==> config.mk <==
export PLATFORM = sky130hd
export DESIGN_NAME = rs_syndrome_engine
export DESIGN_NICKNAME = d
export VERILOG_FILES = /design/src/rtl/rs_syndrome_engine.sv
export SDC_FILE = /design/constraint.sdc
export NUM_CORES = 1
export LEC_CHECK = 0
export ABC_CLOCK_PERIOD_IN_PS = 2500
export CAP_MARGIN = 20
export CORE_MARGIN = 5
export CORE_UTILIZATION = 54
export CTS_BUF_LIST = sky130_fd_sc_hd__clkbuf_8 sky130_fd_sc_hd__clkbuf_16
export CTS_CLUSTER_DIAMETER = 40
export DETAILED_ROUTE_END_ITERATION = 7
export GPL_ROUTABILITY_DRIVEN = 1
export GPL_TIMING_DRIVEN = 0
export PLACE_DENSITY = 0.83
export SYNTH_ARGS = -nofsm -noshare
export SYNTH_HDL_FRONTEND = slang
export SYNTH_SLANG_ARGS = --single-unit
==> constraint.sdc <==
create_clock -name clk -period 2.5 [get_ports clk]
set_clock_uncertainty 0.2 [all_clocks]
set_input_delay 0.375 -clock clk [delete_from_list [all_inputs] [get_ports clk]]
set_output_delay 0.375 -clock clk [all_outputs]
set_load 0.05 [all_outputs]
==> src/rtl/rs_syndrome_engine.sv <==
// Streaming Reed-Solomon syndrome generator over GF(2^M): Horner accumulation of
// 2T syndromes, one received symbol per cycle, results handed off over valid/ready.
module rs_syndrome_engine #(
  parameter int unsigned M         = 3,
  parameter int unsigned N         = 7,
  parameter int unsigned T         = 2,
  parameter logic [M:0]  PRIM_POLY = 'hB,
  parameter int unsigned FCR       = 1
) (
  input  logic               clk,
  input  logic               reset_n,
  input  logic               abort,
  input  logic               in_valid,
  output logic               in_ready,
  input  logic [M-1:0]       in_sym,
  output logic               synd_valid,
  input  logic               synd_ready,
  output logic [2*T*M-1:0]   syndromes,
  output logic               err_free
);

  localparam int unsigned NS = 2 * T;
  localparam int unsigned CW = $clog2(N + 1);

  localparam logic [1:0] S_IDLE  = 2'd0;
  localparam logic [1:0] S_ACCUM = 2'd1;
  localparam logic [1:0] S_DONE  = 2'd2;

  // Multiply by alpha^k as k repeated xtime steps; k is constant per syndrome lane.
  function automatic logic [M-1:0] mul_alpha_k(input logic [M-1:0] a, input int unsigned k);
    logic [M-1:0] r;
    r = a;
    for (int unsigned i = 0; i < k; i++) begin
      r = r[M-1] ? ((r << 1) ^ PRIM_POLY[M-1:0]) : (r << 1);
    end
    return r;
  endfunction

  logic [1:0]             state_q, state_d;
  logic [CW-1:0]          sym_cnt_q, sym_cnt_d;
  logic [NS-1:0][M-1:0]   acc_q, acc_d, acc_step;
  logic                   accept;

  assign in_ready   = (state_q != S_DONE);
  assign accept     = in_valid && in_ready;
  assign synd_valid = (state_q == S_DONE);
  assign syndromes  = synd_valid ? acc_q : '0;
  assign err_free   = synd_valid && (acc_q == '0);

  always_comb begin
    acc_step = '0;
    for (int unsigned j = 0; j < NS; j++) begin
      acc_step[j] = mul_alpha_k(acc_q[j], FCR + j) ^ in_sym;
    end
  end

  always_comb begin
    state_d   = state_q;
    sym_cnt_d = sym_cnt_q;
    acc_d     = acc_q;
    if (abort) begin
      state_d   = S_IDLE;
      sym_cnt_d = '0;
      acc_d     = '0;
    end else begin
      case (state_q)
        S_IDLE: begin
          if (accept) begin
            for (int unsigned j = 0; j < NS; j++) acc_d[j] = in_sym;
            sym_cnt_d = CW'(1);
            state_d   = (N == 1) ? S_DONE : S_ACCUM;
          end
        end
        S_ACCUM: begin
          if (accept) begin
            acc_d     = acc_step;
            sym_cnt_d = sym_cnt_q + CW'(1);
            if (sym_cnt_q == CW'(N - 1)) state_d = S_DONE;
          end
        end
        S_DONE: begin
          if (synd_ready) begin
            state_d   = S_IDLE;
            sym_cnt_d = '0;
            acc_d     = '0;
          end
        end
        default: begin
          state_d   = S_IDLE;
          sym_cnt_d = '0;
          acc_d     = '0;
        end
      endcase
    end
  end

  always_ff @(posedge clk) begin
    if (!reset_n) begin
      state_q   <= S_IDLE;
      sym_cnt_q <= '0;
      acc_q     <= '0;
    end else begin
      state_q   <= state_d;
      sym_cnt_q <= sym_cnt_d;
      acc_q     <= acc_d;
    end
  end

endmodule
==> flow_summary.ini <==
[hold_path]
min_to = acc_q[1]
holdCritPathClass = register to register
holdPathStages = 1
worstHoldStart = acc_q[1]

[route]
antenna_left = 0
wl_per_cell_um = 15.7
via_per_inst = 5.60
drc_errors = 0
first_pass_iters = 4
totalWireLength_um = 3020
num_vias = 1075
dr.first_iter.drc_count = 29

[power_and_ir_drop]
p_leak_nw = 0.578
swShare_pct = 27.5
seq_power_share_pct = 48.2
total_power_mw = 0.602
p_int_mw = 0.436
peakVddDrop_v = 0.000330
power.density_nw_per_um2 = 438
power_switching_mw = 0.166
pwr-share-clk_pct = 34.8
p_comb_share_pct = 17.0

[clock_network]
cts_buffer_depth = 2
ctsRootBufferMaster = clkbuf_8
cts_hold_buffers = 0
clock_latency_ns = 0.25
clock_sinks = 17
cts.clk_slew.worst_paths_ns = 0.07
htree_levels = 1
cts_tree = done
cts_made_buffers = 3
cts_setup_buffers = 0

[critical_path]
cp_max_fo = 10
path_cells = buf_2, buf_2, nor2_2, inv_1, clkdlybuf4s15_1
cp_data_arrival_time_ns = 1.81
worst_path_dominant_cell_family = buffers and inverters
slowest_stage = clkdlybuf4s15_1
reg2regPathDepth = 6
r2r_start = acc_q[10]
worst-path-buf-inv = 4
rrSetupSlack_ns = 0.78
worst-setup-path-type = register to primary output
rr_endpoint = acc_q[10]
cp_common_cell = buf_2
critPathCaptureType = primary output
crit_path_start_kind = register
crit_required_ns = 1.92
slowest_delay_ns = 0.54

[synth]
syn_nets = 154
synth_edf_count = 0
synth_flop_cell = dfxtp_1
synth_seq_cells = 17
synth_area_um2 = 1140
synth_warnings = 0
async_flop_share_pct = 0
synth_cells = 142
syn_area_per_cell_um2 = 8.00
synth-seq-area-share_pct = 30.0
ys_types = 35

[floorplan]
row_count = 16
io_pins = 23
die_height_um = 55.9
die_w_um = 55.9
coreArea_um2 = 1980
die_area_um2 = 3120
initial_core_util_pct = 57.3

[run]
drv_cap = 0

[timing]
rsz0062_at_grt = no
layout_setup_ws_ns = 0.112
final-hold-violation-count = 0
maxSlewHeadroom_pct = 51.9
post-route-min-period_ns = 2.39
tightest_slew_ns = 0.720
setup_violations = 0
fmax_mhz = 419
period_share_pct = 95.5
drv_slew = 0

[global_route]
antenna_found_initial = 0
grt_overflow = 0
grt_max_degree = 11
track_usage_pct = 20.3
grt_pass1_vias = 1082
grt_pass1_wl_um = 5120

[final_layout]
drive_gt1_share_pct = 16.4
area_growth_pct = 21.0
final_nets = 178
antenna_cells = 0

[placed_design]
gp_congestion = 0.876
io_buffers = 20
hpwl_um = 2290
pre_cts_ws_ns = -0.0634

[run_status]
outcome = finished, final reports clean
-- worst max path at each step --
stage,cells after the start,startpoint,to,slack (ns)
2_1_floorplan,5,state_q[0],syndromes[10],-0.13
3_3_place_gp,5,state_q[0],syndromes[6],0.007
3_5_place_dp,5,state_q[0],syndromes[7],-0.06
4_1_cts,5,state_q[0],syndromes[2],0.003
5_1_grt,5,state_q[0],in_ready,0.01
6_report,5,state_q[0],in_ready,0.11
-- final cells by class --
class	instances	area [µm²]
fillers	163	607
repair buffers	20	151
flip-flops and latches	17	340
plain buffers	8	41.3
clock inverters	1	3.75
inverters	8	30.0
clock buffers	3	41.3
multi-input cells	108	733
well taps	27	33.8
-- worst reg2reg max path, stage by stage, from the launching register on --
cell	delay, ns
dfxtp_1	0.37
inv_1	0.08
ha_1	0.33
xor2_1	0.19
xnor2_1	0.15
a22oi_1	0.08
a211oi_1	0.23
-- sequential cells by signal (all words and copies together), names as in the netlist --
register / flops
state_q: 2
sym_cnt_q: 3
acc_q: 12
-- stage by stage --
stage | setup TNS (ns) | hold WS, ns | cell area (µm²) | cells | utilization (%)
after floorplan | -0.506 | 0.263 | 1150 | 142 | -
after global placement | 0 | 0.273 | 1380 | 189 | 69.8
after detailed placement | -0.120 | 0.309 | 1380 | 189 | 69.8
after CTS | 0 | 0.324 | 1420 | 193 | 71.7
after global routing | 0 | 0.341 | 1380 | 192 | 69.4
final | 0 | 0.322 | 1380 | 192 | 69.4
-- synthesized netlist by cell type, types with 2 or more instances --
cell      count  area (µm²)
nor2_1       23        86.3
dfxtp_1      17         340
nand2_1      11        41.3
xor2_1       11        96.3
and3_1        8        50.1
inv_1         8        30.0
o21ai_0       6        30.0
a22o_1        5        43.8
o31a_1        5        43.8
xnor2_1       5        43.8
a21oi_1       4        20.0
clkbuf_1      4        15.0
ha_1          4        50.1
a211oi_1      3        22.5
buf_2         3        15.0
nand2b_1      3        18.8
mux2i_1       2        20.0
nand3_1       2        10.0
nor4_1        2        12.5
-- power by group through the flow --
stage	logic, mW	clock network (mW)	registers (mW)
final	0.102	0.210	0.290
after global routing	0.114	0.221	0.291
after CTS	0.102	0.205	0.290
after detailed placement	0.100	0	0.296
after global placement	0.0968	0	0.296
after floorplan	0.0749	0	0.293
-- kinds of logic after synthesis --
group / Yosys count / share of synthesized area, %
DFF: 17 / 30.0
AOI/OAI and AO/OA: 27 / 17.1
buffers and inverters: 17 / 6.61
muxes: 2 / 1.76
and+or+nand+nor: 58 / 25.9
adders and majority gates: 4 / 4.41
xor gates and xnor gates: 17 / 14.3
-- what timing repair did --
action                                  4_1_cts  5_1_grt
gates cloned                                  0        0
pin swaps                                     0        0
gates resized for setup                      24       17
endpoints found under the setup margin       15       13
-- layout by cell type (no fill, tap or decap), types with 2 or more instances in the layout --
| cell type | synthesis | final |
|---|---|---|
| nor2_1 | 23 | 18 |
| dfxtp_1 | 17 | 17 |
| nand2_1 | 11 | 11 |
| xor2_1 | 11 | 11 |
| clkbuf_2 | 0 | 10 |
| inv_1 | 8 | 9 |
| and3_1 | 8 | 8 |
| nor2_2 | 1 | 6 |
| o21ai_0 | 6 | 6 |
| o31a_1 | 5 | 5 |
| xnor2_1 | 5 | 5 |
| a22o_1 | 5 | 5 |
| clkdlybuf4s50_1 | 0 | 5 |
| a21oi_1 | 4 | 4 |
| ha_1 | 4 | 4 |
| buf_2 | 3 | 3 |
| clkbuf_1 | 4 | 3 |
| nand2b_1 | 3 | 3 |
| a211oi_1 | 3 | 3 |
| clkbuf_8 | 0 | 3 |
| nand3_1 | 2 | 2 |
| nor4_1 | 2 | 2 |
| mux2i_1 | 2 | 2 |
| clkdlybuf4s15_2 | 0 | 2 |
| clkdlybuf4s15_1 | 0 | 2 |
-- per-layer routing --
metal,track usage (%),wire (µm)
met4,3.05,7
met3,4.64,130
met2,37.0,1540
met5,0,0
met1,24.8,1340
No activity file was read; power rests on OpenSTA's default activity.
